<file path="src/rtl/morse_letter_scheduler_pkg.sv">
// Shared types and constants for the Morse letter scheduler front-end.
package morse_pkg;

  typedef logic [2:0] letter_t;

  localparam letter_t LETTER_A = 3'b000;
  localparam letter_t LETTER_B = 3'b001;
  localparam letter_t LETTER_C = 3'b010;
  localparam letter_t LETTER_D = 3'b011;
  localparam letter_t LETTER_E = 3'b100;
  localparam letter_t LETTER_F = 3'b101;
  localparam letter_t LETTER_G = 3'b110;
  localparam letter_t LETTER_H = 3'b111;

  typedef enum logic [1:0] {
    IDLE,
    SEND,
    GAP
  } state_t;

  localparam int unsigned DEFAULT_SYMBOL_LEN = 12;
  localparam int unsigned DEFAULT_GAP_LEN    = 3;

  // Counter width that still holds the value n-1 (at least one bit).
  function automatic int unsigned cnt_width(input int unsigned n);
    return (n > 1) ? $clog2(n) : 1;
  endfunction

endpackage

</file>
<file path="src/rtl/morse_letter_scheduler_if.sv">
// Requester/encoder-facing signal bundle of the Morse letter scheduler.
interface morse_letter_scheduler_if
  import morse_pkg::*;
#(
  parameter int unsigned FIFO_DEPTH = 4
);
  localparam int unsigned CW = $clog2(FIFO_DEPTH) + 1;

  logic [1:0]    ReqValid;
  letter_t       ReqLetter0;
  letter_t       ReqLetter1;
  logic [1:0]    ReqReady;
  logic          Flush;
  letter_t       LetterOut;
  logic          StartOut;
  logic          Sending;
  logic          Busy;
  logic [CW-1:0] FifoCount;

  modport master (
    output ReqValid, ReqLetter0, ReqLetter1, Flush,
    input  ReqReady, LetterOut, StartOut, Sending, Busy, FifoCount
  );

  modport slave (
    input  ReqValid, ReqLetter0, ReqLetter1, Flush,
    output ReqReady, LetterOut, StartOut, Sending, Busy, FifoCount
  );

endinterface

</file>
<file path="src/rtl/morse_letter_scheduler_fifo.sv">
// Small synchronous letter FIFO with same-cycle push/pop and synchronous clear.
module morse_letter_fifo
  import morse_pkg::*;
#(
  parameter int unsigned DEPTH = 4
) (
  input  logic                   clk,
  input  logic                   rst,
  input  logic                   clear,
  input  logic                   push,
  input  logic                   pop,
  input  letter_t                din,
  output letter_t                dout,
  output logic                   full,
  output logic                   empty,
  output logic [$clog2(DEPTH):0] count
);
  localparam int unsigned AW = $clog2(DEPTH);
  localparam int unsigned CW = AW + 1;

  letter_t       mem [DEPTH];
  logic [AW-1:0] wr_ptr;
  logic [AW-1:0] rd_ptr;
  logic          do_push;
  logic          do_pop;

  assign full    = (count == CW'(DEPTH));
  assign empty   = (count == '0);
  assign do_push = push & ~full;
  assign do_pop  = pop & ~empty;
  assign dout    = mem[rd_ptr];

  always_ff @(posedge clk) begin
    if (rst || clear) begin
      wr_ptr <= '0;
      rd_ptr <= '0;
      count  <= '0;
    end else begin
      if (do_push) begin
        mem[wr_ptr] <= din;
        wr_ptr      <= wr_ptr + AW'(1);
      end
      if (do_pop) begin
        rd_ptr <= rd_ptr + AW'(1);
      end
      count <= count + CW'(do_push) - CW'(do_pop);
    end
  end

endmodule

</file>
<file path="src/rtl/morse_letter_scheduler.sv">
// Round-robin letter intake, buffering and symbol/gap sequencing for the Morse encoder.
module morse_letter_scheduler
  import morse_pkg::*;
#(
  parameter int unsigned TICK_DIV   = 250,
  parameter int unsigned SYMBOL_LEN = DEFAULT_SYMBOL_LEN,
  parameter int unsigned GAP_LEN    = DEFAULT_GAP_LEN,
  parameter int unsigned FIFO_DEPTH = 4
) (
  input  logic                    ClockIn,
  input  logic                    Reset,
  morse_letter_scheduler_if.slave bus
);
  localparam int unsigned CW       = $clog2(FIFO_DEPTH) + 1;
  localparam int unsigned ELEM_MAX = (SYMBOL_LEN > GAP_LEN) ? SYMBOL_LEN : GAP_LEN;
  localparam int unsigned TW       = cnt_width(TICK_DIV);
  localparam int unsigned EW       = cnt_width(ELEM_MAX);

  localparam logic [TW-1:0] TICK_LAST = TW'(TICK_DIV - 1);
  localparam logic [EW-1:0] SYM_LAST  = EW'(SYMBOL_LEN - 1);
  localparam logic [EW-1:0] GAP_LAST  = EW'(GAP_LEN - 1);

  state_t        state, state_n;
  logic [TW-1:0] tick, tick_n;
  logic [EW-1:0] elem, elem_n;
  letter_t       letter, letter_n;
  logic          start, start_n;
  logic          rr;
  logic [1:0]    grant;
  logic [1:0]    ready;
  logic          push;
  logic          pop;
  letter_t       push_letter;
  letter_t       head;
  logic          full;
  logic          empty;
  logic [CW-1:0] count;
  logic          tick_wrap;

  // Arbiter: rr names the favoured requester when both are valid.
  always_comb begin
    grant[0] = bus.ReqValid[0] & (~bus.ReqValid[1] | ~rr);
    grant[1] = bus.ReqValid[1] & (~bus.ReqValid[0] | rr);
    ready    = grant & {2{~full & ~bus.Flush & ~Reset}};
  end

  assign push        = |ready;
  assign push_letter = ready[1] ? bus.ReqLetter1 : bus.ReqLetter0;

  // The pointer only moves on an accepted push, so a stall on a full FIFO keeps the turn order.
  always_ff @(posedge ClockIn) begin
    if (Reset) begin
      rr <= 1'b0;
    end else if (push) begin
      rr <= ready[0];
    end
  end

  morse_letter_fifo #(
    .DEPTH (FIFO_DEPTH)
  ) u_fifo (
    .clk   (ClockIn),
    .rst   (Reset),
    .clear (bus.Flush),
    .push  (push),
    .pop   (pop),
    .din   (push_letter),
    .dout  (head),
    .full  (full),
    .empty (empty),
    .count (count)
  );

  always_ff @(posedge ClockIn) begin
    if (Reset) begin
      state  <= IDLE;
      tick   <= '0;
      elem   <= '0;
      letter <= LETTER_A;
      start  <= 1'b0;
    end else begin
      state  <= state_n;
      tick   <= tick_n;
      elem   <= elem_n;
      letter <= letter_n;
      start  <= start_n;
    end
  end

  assign tick_wrap = (tick == TICK_LAST);

  always_comb begin
    state_n  = state;
    tick_n   = tick;
    elem_n   = elem;
    letter_n = letter;
    start_n  = 1'b0;
    pop      = 1'b0;

    case (state)
      IDLE: begin
        if (!empty) begin
          pop      = 1'b1;
          letter_n = head;
          start_n  = 1'b1;
          tick_n   = '0;
          elem_n   = '0;
          state_n  = SEND;
        end
      end
      SEND, GAP: begin
        if (tick_wrap) begin
          tick_n = '0;
          elem_n = elem + EW'(1);
        end else begin
          tick_n = tick + TW'(1);
        end
        if (tick_wrap && state == SEND && elem == SYM_LAST) begin
          elem_n  = '0;
          state_n = GAP;
        end else if (tick_wrap && state == GAP && elem == GAP_LAST) begin
          elem_n  = '0;
          state_n = IDLE;
        end
      end
      default: begin
        state_n = IDLE;
      end
    endcase

    // Flush aborts the letter in flight but leaves the last code on the encoder bus.
    if (bus.Flush) begin
      state_n  = IDLE;
      tick_n   = '0;
      elem_n   = '0;
      letter_n = letter;
      start_n  = 1'b0;
      pop      = 1'b0;
    end
  end

  assign bus.ReqReady  = ready;
  assign bus.LetterOut = letter;
  assign bus.StartOut  = start;
  assign bus.Sending   = (state == SEND);
  assign bus.Busy      = (state != IDLE) | ~empty;
  assign bus.FifoCount = count;

endmodule
</file>
<file path="src/flat_wrapper.sv">
// flat-port wrapper written by rule: the top's interface ports become plain ports
module morse_letter_scheduler_flat import morse_pkg::*;
#(
  parameter int unsigned TICK_DIV   = 250,
  parameter int unsigned SYMBOL_LEN = DEFAULT_SYMBOL_LEN,
  parameter int unsigned GAP_LEN    = DEFAULT_GAP_LEN,
  parameter int unsigned FIFO_DEPTH = 4
)
  (ClockIn, Reset, bus_ReqValid, bus_ReqLetter0, bus_ReqLetter1, bus_Flush, bus_ReqReady, bus_LetterOut, bus_StartOut, bus_Sending, bus_Busy, bus_FifoCount);
  morse_letter_scheduler_if #(.FIFO_DEPTH(FIFO_DEPTH)) bus_i ();
  input  logic ClockIn;
  input  logic Reset;
  input wire logic [$bits(bus_i.ReqValid)-1:0] bus_ReqValid;
  input wire logic [$bits(bus_i.ReqLetter0)-1:0] bus_ReqLetter0;
  input wire logic [$bits(bus_i.ReqLetter1)-1:0] bus_ReqLetter1;
  input wire logic [$bits(bus_i.Flush)-1:0] bus_Flush;
  output wire logic [$bits(bus_i.ReqReady)-1:0] bus_ReqReady;
  output wire logic [$bits(bus_i.LetterOut)-1:0] bus_LetterOut;
  output wire logic [$bits(bus_i.StartOut)-1:0] bus_StartOut;
  output wire logic [$bits(bus_i.Sending)-1:0] bus_Sending;
  output wire logic [$bits(bus_i.Busy)-1:0] bus_Busy;
  output wire logic [$bits(bus_i.FifoCount)-1:0] bus_FifoCount;
  assign bus_i.ReqValid = bus_ReqValid;
  assign bus_i.ReqLetter0 = bus_ReqLetter0;
  assign bus_i.ReqLetter1 = bus_ReqLetter1;
  assign bus_i.Flush = bus_Flush;
  assign bus_ReqReady = bus_i.ReqReady;
  assign bus_LetterOut = bus_i.LetterOut;
  assign bus_StartOut = bus_i.StartOut;
  assign bus_Sending = bus_i.Sending;
  assign bus_Busy = bus_i.Busy;
  assign bus_FifoCount = bus_i.FifoCount;
  morse_letter_scheduler #(.TICK_DIV(TICK_DIV), .SYMBOL_LEN(SYMBOL_LEN), .GAP_LEN(GAP_LEN), .FIFO_DEPTH(FIFO_DEPTH)) u_core (.ClockIn(ClockIn), .Reset(Reset), .bus(bus_i));
endmodule
</file>
<file path="config.mk">
export PLATFORM = sky130hd
export DESIGN_NAME = morse_letter_scheduler_flat
export DESIGN_NICKNAME = d
export VERILOG_FILES = /design/src/rtl/morse_letter_scheduler_pkg.sv /design/src/rtl/morse_letter_scheduler_if.sv /design/src/rtl/morse_letter_scheduler_fifo.sv /design/src/rtl/morse_letter_scheduler.sv /design/src/flat_wrapper.sv
export SDC_FILE = /design/constraint.sdc
export NUM_CORES = 1
export LEC_CHECK = 0
export ABC_AREA = 1
export CAP_MARGIN = 20
export CORE_ASPECT_RATIO = 0.7
export CORE_UTILIZATION = 58
export CTS_BUF_LIST = sky130_fd_sc_hd__clkbuf_2 sky130_fd_sc_hd__clkbuf_4 sky130_fd_sc_hd__clkbuf_8
export DETAILED_ROUTE_END_ITERATION = 8
export GPL_TIMING_DRIVEN = 0
export PLACE_DENSITY = 0.82
export SYNTH_ARGS = -nofsm -noshare
export SYNTH_HDL_FRONTEND = slang
export SYNTH_SLANG_ARGS = --single-unit
</file>
<file path="constraint.sdc">
create_clock -name ClockIn -period 3.25 [get_ports ClockIn]
set_input_delay 0.65 -clock ClockIn [delete_from_list [all_inputs] [get_ports ClockIn]]
set_output_delay 0.65 -clock ClockIn [all_outputs]
set_load 0.005 [all_outputs]
</file>
==> results of run 1 <==
==> cell families after synthesis <==
group                    count (synthesis)  synth area share
XOR/XNOR                                 2           0.00896
flip-flops                              38             0.450
AO/OA/AOI/OAI                           33            0.0972
AND/OR/NAND/NOR                        108             0.262
adder cells (fa/ha/maj)                 16             0.106
buffers and inverters                   37            0.0749
==> power by group <==
part | total [mW] | switching (mW) | internal [mW]
sequential | 0.508 | 0.00772 | 0.501
clock | 0.330 | 0.153 | 0.177
combinational | 0.129 | 0.0740 | 0.0551
==> Yosys cell counts, types with 2 or more instances <==
cell type | count | area (um2)
nor2_1 | 30 | 113
edfxtp_1 | 12 | 360
ha_1 | 15 | 188
nand2_1 | 49 | 184
inv_2 | 4 | 15.0
nand3_1 | 8 | 40.0
nand2_4 | 3 | 33.8
nand2_2 | 3 | 18.8
nor3_1 | 5 | 25.0
o21ai_0 | 13 | 65.1
inv_1 | 30 | 113
nor3b_1 | 2 | 15.0
a32o_1 | 2 | 20.0
nor2_2 | 2 | 12.5
dfxtp_1 | 26 | 521
nand4_1 | 2 | 12.5
a31oi_1 | 2 | 12.5
a21oi_1 | 12 | 60.1
a211oi_1 | 2 | 15.0
==> area by class of cell <==
class,count,area [um2],area share
Timing Repair Buffer,21,210,0.0910
Tap cell,38,47.5,0.0206
Inverter,36,143,0.0617
Multi-Input combinational cell,159,935,0.404
Clock buffer,8,91.3,0.0395
Buffer,1,3.75,0.00162
Sequential cell,38,881,0.381
==> worst max-delay path: stages <==
cell             delay, ps
clkdlybuf4s50_1        490
inv_2                  130
nand2_2                120
a31oi_2                270
nand2_1                180
inv_2                  130
clkdlybuf4s50_1        510
==> how the worst max path moves through the flow <==
stage,depth (start not counted),slack (ps),end
4_1_cts,7,40,bus_ReqReady[1]
3_5_place_dp,13,-140,u_core.u_fifo.count[2]
3_3_place_gp,13,-80,u_core.u_fifo.count[2]
6_report,7,110,bus_ReqReady[1]
2_1_floorplan,12,700,u_core.u_fifo.count[2]
5_1_grt,7,40,bus_ReqReady[1]
==> layer usage <==
layer / wire length (um) / part of all wire
met3: 164 / 0.044
met5: 0 / 0
met1: 2020 / 0.54
met4: 44 / 0.012
met2: 1520 / 0.41
==> state kept, by name, indices dropped and copies added (netlist names), 2 cells and up <==
| register | count |
|---|---|
| u_core.u_fifo.mem | 12 |
| u_core.bus.LetterOut | 3 |
| u_core.tick | 8 |
| u_core.elem | 4 |
| u_core.u_fifo.wr_ptr | 2 |
| u_core.state | 2 |
| u_core.u_fifo.count | 3 |
| u_core.u_fifo.rd_ptr | 2 |
==> impl_metrics.py, run 1 <==
metrics = {
    "cts": {
        "clkSlewWorstSetupHoldPaths_ps": 70,
        "cts_resized": 0,
        "worstSkewPairLatency_ps": 290,
        "cts_setup_buffers": 0,
        "numCtsBuffers": 5,
        "cts_buffer_depth": 2,
        "cts_hold_buf": 0,
        "cts-root-buf": "clkbuf_8",
        "cts_max_level": 2,
        "cts_tree": "done",
        "clock_sinks": 38,
    },
    "grt": {
        "antenna_found_initial": 0,
        "use_met3": 0.0562,
        "grt_overflow": 0,
        "grt_max_degree": 12,
        "use_met2": 0.332,
        "grt_util_met1": 0.340,
        "grtUsageTotal": 0.235,
        "grt_pass1_wl_um": 6310,
        "grt_pass1_vias": 1396,
        "busiest_layer": "met1",
    },
    "setup_path": {
        "endpoint_kind": "output port",
        "cp.arrival_ps": 2490,
        "r2r_end": "u_core.u_fifo.count[2]",
        "rr_worst_depth": 12,
        "cp.required_ps": 2600,
        "worst_setup_path_start_kind": "input port",
        "path_max_fanout": 7,
        "reg2reg_slack_ps": 680,
        "cp-startpoint": "Reset",
        "crit_type": "input port to output port",
        "reg2reg_from": "u_core.state[0]",
    },
    "worst_hold_path": {
        "worstHoldStart": "u_core.rr",
        "hold_class": "register to register",
        "hold_end": "u_core.rr",
        "whs_path_depth": 2,
    },
    "detailed_routing": {
        "firstDrtPassIters": 6,
        "drtIter0Drc": 96,
        "ant_nets": 0,
        "num_vias": 1540,
        "drt-wirelength-per-cell_um": 12.5,
        "routed_wl_um": 3750,
        "viasPerCell": 5.12,
        "drc_errors": 2,
    },
    "synth": {
        "synth_seq_cells": 38,
        "synth_area_um2": 1960,
        "ys.warnings.count": 0,
        "synth.net_count": 261,
        "synth-edff-count": 12,
        "async_reset_ff_frac": 0,
        "ys.flop_type": "dfxtp_1",
        "synthDistinctLibCells": 31,
        "ys_seq_area_frac": 0.450,
        "syn_inst": 234,
        "avgSynthCellArea_um2": 8.36,
    },
    "floorplanning": {
        "die_area_um2": 3610,
        "die_w_um": 71.4,
        "core_area_um2": 3190,
        "die_y_um": 50.6,
        "pin_count": 22,
        "num_rows": 17,
        "initial_utilization": 0.613,
    },
    "place": {
        "placed_cells": 293,
        "port-buffer-count": 21,
        "pre_cts_ws_ps": -141,
        "gp_congestion": 0.769,
        "dpl.hpwl_um": 2760,
        "dpl_cell_area_um2": 2210,
    },
    "outcome": {
        "violations": "design-rule violations",
        "outcome": "finished with violations",
    },
    "sta": {
        "period_share": 0.968,
        "whs_ps": 480,
        "rsz0062_at_grt": "no",
        "fin_skew_ps": 5.24,
        "timing.setup.tns_ps": 0,
        "max_freq_ghz": 0.318,
        "relSlewSlack": 0.753,
        "setup_viol": 0,
        "finalMaxSlewViolations": 0,
        "fin_crit_ps": 3140,
        "setup_slack_ps": 106,
        "worst_slew_pin_slew_ps": 370,
        "hold_viol": 0,
    },
    "layout": {
        "final_common_cell": "nand2_1",
        "fillCellCount": 247,
        "syn2layout_area_growth_pct": 18.2,
        "num_antenna_cells": 0,
        "design_area_um2": 2310,
        "finalNonFillerCells": 301,
        "fin_util": 0.724,
        "drive_gt1_frac": 0.110,
        "finalNetCount": 289,
        "final_cell_mix": "nand2_1 (49), inv_1 (30), nor2_1 (30)",
    },
    "power": {
        "p_total_mw": 0.968,
        "vdd_ir_drop_max_uv": 205,
        "p_leak_nw": 0.893,
        "p_per_area_nw_per_um2": 419,
    },
    "flow_run": {
        "cap_violations": 0,
    },
}
No activity file was read; power rests on OpenSTA's default activity.
==> inputs of run 2 (changes only) <==
--- a/config.mk
+++ b/config.mk
@@ -8,11 +8,12 @@
 export ABC_AREA = 1
 export CAP_MARGIN = 20
 export CORE_ASPECT_RATIO = 0.7
-export CORE_UTILIZATION = 58
+export CORE_UTILIZATION = 65
 export CTS_BUF_LIST = sky130_fd_sc_hd__clkbuf_2 sky130_fd_sc_hd__clkbuf_4 sky130_fd_sc_hd__clkbuf_8
 export DETAILED_ROUTE_END_ITERATION = 8
+export DONT_BUFFER_PORTS = 1
 export GPL_TIMING_DRIVEN = 0
-export PLACE_DENSITY = 0.82
+export PLACE_DENSITY = 0.81
 export SYNTH_ARGS = -nofsm -noshare
 export SYNTH_HDL_FRONTEND = slang
 export SYNTH_SLANG_ARGS = --single-unit
==> run 2 against run 1 <==
The flow now finishes without violations. Count of clock-buffer cells in the layout shrank 1. Non-clock buffer count shrank 21. Via count grew 2.8%. First-iteration DRC count shrank 4.2%. Die area shrank 10%. Critical path depth grew 5. Routed wire length grew 11%. Worst setup slack gained 480 ps. Critical endpoint is now u_core.u_fifo.count[2]. Largest cell class unchanged.
==> impl_metrics.py, run 2 (synthesized netlist as in run 1, its figures left out) <==
metrics = {
    "sta": {
        "timing.setup.tns_ps": 0,
        "setup_slack_ps": 581,
        "hold_viol": 0,
        "fin_crit_ps": 2670,
        "rsz0062_at_grt": "no",
        "fin_skew_ps": 6.12,
        "setup_viol": 0,
        "max_freq_ghz": 0.375,
        "period_share": 0.821,
        "worst_slew_pin_slew_ps": 431,
        "finalMaxSlewViolations": 0,
        "whs_ps": 416,
        "relSlewSlack": 0.711,
    },
    "place": {
        "gp_congestion": 0.805,
        "pre_cts_ws_ps": 398,
        "port-buffer-count": 0,
        "dpl.hpwl_um": 3080,
    },
    "cts": {
        "cts_tree": "done",
        "cts_setup_buffers": 0,
        "cts_max_level": 2,
        "cts_resized": 0,
        "cts-root-buf": "clkbuf_8",
        "clkSlewWorstSetupHoldPaths_ps": 70,
        "cts_hold_buf": 0,
        "worstSkewPairLatency_ps": 300,
        "clock_sinks": 38,
        "numCtsBuffers": 5,
        "cts_buffer_depth": 2,
    },
    "grt": {
        "grt_overflow": 0,
        "grt_pass1_wl_um": 6270,
        "antenna_found_initial": 0,
        "grt_max_degree": 12,
        "grtUsageTotal": 0.280,
        "grt_pass1_vias": 1370,
    },
    "power": {
        "p_per_area_nw_per_um2": 462,
        "p_leak_nw": 0.818,
        "vdd_ir_drop_max_uv": 335,
    },
    "detailed_routing": {
        "routed_wl_um": 4150,
        "firstDrtPassIters": 4,
        "num_vias": 1583,
        "ant_nets": 0,
        "viasPerCell": 5.69,
        "drt-wirelength-per-cell_um": 14.9,
        "drtIter0Drc": 92,
        "drc_errors": 0,
    },
    "layout": {
        "finalNetCount": 268,
        "largest_reg_flops": 12,
        "syn2layout_area_growth_pct": 7.42,
        "regArea_um2": 881,
        "num_antenna_cells": 0,
        "top_register": "u_core.u_fifo.mem",
        "drive_gt1_frac": 0.112,
        "fin_util": 0.744,
        "fillCellCount": 199,
        "final_cell_mix": "nand2_1 (49), inv_1 (30), nor2_1 (30)",
        "largestRegisters": "u_core.u_fifo.mem (12), u_core.tick (8), u_core.elem (4)",
        "final_common_cell": "nand2_1",
        "multi_input_area_um2": 928,
    },
    "setup_path": {
        "cp.arrival_ps": 2840,
        "endpoint_kind": "register",
        "max_stage_delay_ps": 380,
        "cp_slowest_cell": "fa_1",
        "cp_cell_sequence": "inv_1 -> ha_1 -> nand2_1 -> nor2_2 -> ha_1 -> inv_1 -> ha_1 -> inv_1 -> fa_1 -> xor2_1 -> o21ai_0 -> a21oi_1",
        "crit_type": "register to register",
        "reg2reg_slack_ps": 580,
        "worst_setup_path_start_kind": "register",
        "path_max_fanout": 9,
        "cp.required_ps": 3420,
    },
    "outcome": {
        "outcome": "finished, final reports clean",
    },
    "floorplanning": {
        "die_y_um": 47.9,
        "core_area_um2": 2820,
        "die_area_um2": 3240,
        "initial_utilization": 0.693,
        "die_w_um": 67.6,
        "pin_count": 22,
        "num_rows": 16,
    },
    "worst_hold_path": {
        "hold_class": "input port to register",
    },
    "flow_run": {
        "cap_violations": 0,
    },
}
-- run 2: cell count changes in the layout (fill, tap and decap cells not counted), sizes merged --
cell / change
clkdlybuf4s50: -21
clkbuf: -1
clkinv: +1
-- run 2: final timing paths --
check | from | to | cells past startpoint
setup / recovery | u_core.state[1] | u_core.u_fifo.count[2] | 12
hold / removal | Reset | u_core.bus.StartOut | 1
setup reg to reg | u_core.state[1] | u_core.u_fifo.count[2] | 12
hold reg to reg | u_core.rr | u_core.rr | 2
-- run 2: through the flow --
stage               cells  instance area [um2]  power (mW)
floorplan             234                 1960       0.599
detailed placement    270                 2000       0.622
CTS                   278                 2100       0.970
global placement      270                 2000       0.614
finish                278                 2100       0.972
global route          278                 2100        1.00
-- run 2: power by group --
group | total, mW | internal, mW | switching [mW]
sequential | 0.509 | 0.500 | 0.00858
combinational | 0.104 | 0.0323 | 0.0712
clock | 0.359 | 0.191 | 0.168
-- run 2: worst max-delay path: cells and delay by family, from the launching register on --
kind | cells | cell delay, ps
adder cells (fa/ha/maj) | 4 | 1080
AO/OA/AOI/OAI | 2 | 250
AND/OR/NAND/NOR | 2 | 440
flip-flops | 1 | 360
XOR/XNOR | 1 | 190
buffers and inverters | 3 | 230
-- run 2: cell type report --
| class | count | area share |
|---|---|---|
| plain buffers | 1 | 0.00179 |
| clock inverters | 1 | 0.00179 |
| flip-flops and latches | 38 | 0.419 |
| multi-input cells | 159 | 0.442 |
| well taps | 36 | 0.0214 |
| inverters | 36 | 0.0679 |
| clock buffers | 7 | 0.0459 |
-- run 2: layer usage --
layer | vias to the layer above | share of wire | GRT usage
li1 | 772 | - | -
met1 | 741 | 0.44 | 0.365
met2 | 61 | 0.46 | 0.434
met3 | 9 | 0.085 | 0.0905
met4 | 0 | 0.015 | 0.119
met5 | - | 0 | 0
==> inputs of run 3 (changes only) <==
==> constraint.sdc (replaced) <==
create_clock -name ClockIn -period 2.5 [get_ports ClockIn]
set_input_delay 0.5 -clock ClockIn [delete_from_list [all_inputs] [get_ports ClockIn]]
set_output_delay 0.5 -clock ClockIn [all_outputs]
set_load 0.005 [all_outputs]
==> run 3 against run 2 <==
Sequential share of layout area is 0.44 points lower. Sequential cell count did not move. Via count is 2.7% lower. First-iteration DRC count shrank 16%. Core utilization is 1.1 points higher. Fmax increased by 12%. Clock skew shrank 1.1 ps. Die area stayed put. Hold slack got worse by 150 ps. Final cell count up 0.36%. Total power grew 30%. Clock power is 30% higher. Critical endpoint unchanged. Largest cell class unchanged.
==> impl_metrics.py, run 3 (synthesized netlist as in run 1, its figures left out) <==
metrics = {
    "layout": {
        "largest_reg_flops": 12,
        "top_register": "u_core.u_fifo.mem",
        "final_cell_mix": "nand2_1 (49), inv_1 (30), nor2_1 (30)",
        "drive_gt1_frac": 0.132,
        "fin_util": 0.755,
        "multi_input_area_um2": 948,
        "num_antenna_cells": 0,
        "finalNetCount": 269,
        "largestRegisters": "u_core.u_fifo.mem (12), u_core.tick (8), u_core.elem (4)",
        "fillCellCount": 191,
        "final_common_cell": "nand2_1",
        "finalNonFillerCells": 279,
        "regArea_um2": 885,
        "syn2layout_area_growth_pct": 9.02,
    },
    "detailed_routing": {
        "num_vias": 1541,
        "drtIter0Drc": 77,
        "drc_errors": 0,
        "drt-wirelength-per-cell_um": 14.7,
        "viasPerCell": 5.52,
        "firstDrtPassIters": 5,
        "ant_nets": 0,
        "routed_wl_um": 4120,
    },
    "setup_path": {
        "crit_type": "register to register",
        "endpoint_kind": "register",
        "r2r_end": "u_core.u_fifo.count[2]",
        "cp.arrival_ps": 2560,
        "worst_setup_path_start_kind": "register",
        "max_stage_delay_ps": 390,
        "reg2reg_slack_ps": 110,
        "cp_cell_sequence": "inv_1 -> ha_1 -> nand2_1 -> nor2_4 -> ha_1 -> inv_1 -> ha_1 -> inv_1 -> fa_1 -> xor2_1 -> o21ai_0 -> a21oi_1",
        "rr_worst_depth": 12,
        "reg2reg_from": "u_core.state[0]",
        "path_max_fanout": 4,
        "cp.required_ps": 2670,
        "cp_slowest_cell": "dfxtp_1",
    },
    "cts": {
        "clock_sinks": 38,
        "clkSlewWorstSetupHoldPaths_ps": 80,
        "cts_hold_buf": 0,
        "cts_max_level": 2,
        "cts_tree": "done",
        "worstSkewPairLatency_ps": 300,
        "cts_buffer_depth": 2,
        "cts-root-buf": "clkbuf_8",
        "numCtsBuffers": 5,
    },
    "sta": {
        "fin_skew_ps": 4.99,
        "max_freq_ghz": 0.418,
        "setup_viol": 0,
        "finalMaxSlewViolations": 0,
        "fin_crit_ps": 2390,
        "setup_slack_ps": 109,
        "worst_slew_pin_slew_ps": 416,
        "whs_ps": 270,
        "period_share": 0.956,
        "timing.setup.tns_ps": 0,
        "hold_viol": 0,
        "relSlewSlack": 0.722,
    },
    "place": {
        "dpl.hpwl_um": 3080,
        "port-buffer-count": 0,
        "pre_cts_ws_ps": -202,
        "gp_congestion": 0.805,
        "placed_cells": 270,
    },
    "outcome": {
        "outcome": "finished, final reports clean",
    },
    "grt": {
        "grt_max_degree": 12,
        "grt_pass1_wl_um": 6250,
        "grt_overflow": 0,
        "antenna_found_initial": 0,
        "grt_pass1_vias": 1382,
        "grtUsageTotal": 0.279,
    },
    "power": {
        "p_leak_nw": 0.826,
        "vdd_ir_drop_max_uv": 433,
        "p_per_area_nw_per_um2": 594,
    },
    "floorplanning": {
        "core_area_um2": 2820,
        "die_y_um": 47.9,
        "initial_utilization": 0.693,
        "num_rows": 16,
        "die_area_um2": 3240,
        "pin_count": 22,
        "die_w_um": 67.6,
    },
    "worst_hold_path": {
        "hold_end": "u_core.bus.StartOut",
        "hold_class": "input port to register",
        "worstHoldStart": "Reset",
        "whs_path_depth": 1,
    },
    "flow_run": {
        "cap_violations": 0,
    },
}
run 3: power breakdown:
group / internal, mW / switching (mW) / leakage [nW] / total (mW)
Sequential: 0.651 / 0.0113 / 0.320 / 0.662
Clock: 0.248 / 0.217 / 0.0519 / 0.465
Combinational: 0.0448 / 0.0947 / 0.454 / 0.139
Total: 0.943 / 0.323 / 0.826 / 1.27
run 3: worst max-delay path, delay by kind of cell, from the launching register on:
kind	cells	cell delay, ps
flip-flops	1	390
adder cells (fa/ha/maj)	4	1070
AND/OR/NAND/NOR	2	170
buffers and inverters	3	210
AO/OA/AOI/OAI	2	230
XOR/XNOR	1	190
run 3: worst max path at each step:
stage,from,to,slack [ps],cells after the start
CTS,u_core.u_fifo.count[0],u_core.u_fifo.count[2],60,11
finish,u_core.state[0],u_core.u_fifo.count[2],110,12
detailed placement,Reset,u_core.u_fifo.count[2],-200,12
global route,u_core.state[0],u_core.u_fifo.count[2],-0.2,12
global placement,bus_Flush,u_core.u_fifo.count[2],-90,12
floorplan,bus_Flush,u_core.u_fifo.count[2],100,12
run 3: cell type report:
cell class / count / share of cell area
inverter: 36 / 0.0669
timing repair buffer: 1 / 0.00352
clock inverter: 1 / 0.00176
tap: 36 / 0.0211
clock buffer: 7 / 0.0452
sequential: 38 / 0.415
multi-input combinational: 159 / 0.445
buffer: 1 / 0.00176
run 3: what timing repair did:
item                                    4_1_cts  5_1_grt
pin swaps                                     1        0
setup buffers                                 1        0
gates resized for setup                       3        3
endpoints found under the setup margin        1        1
endpoints found under the hold margin         0        0
run 3: layer usage:
layer / up-vias / track usage / routed length, um
met5: - / 0 / 0
met4: 0 / 0.119 / 53
met3: 7 / 0.0905 / 281
met2: 45 / 0.438 / 1910
met1: 716 / 0.359 / 1870
li1: 773 / - / -
run 3: metrics by stage:
step	area, um2	power [mW]
floorplan	1960	0.778
global placement	2000	0.798
global route	2130	1.31
detailed placement	2000	0.808
finish	2130	1.27
CTS	2120	1.27
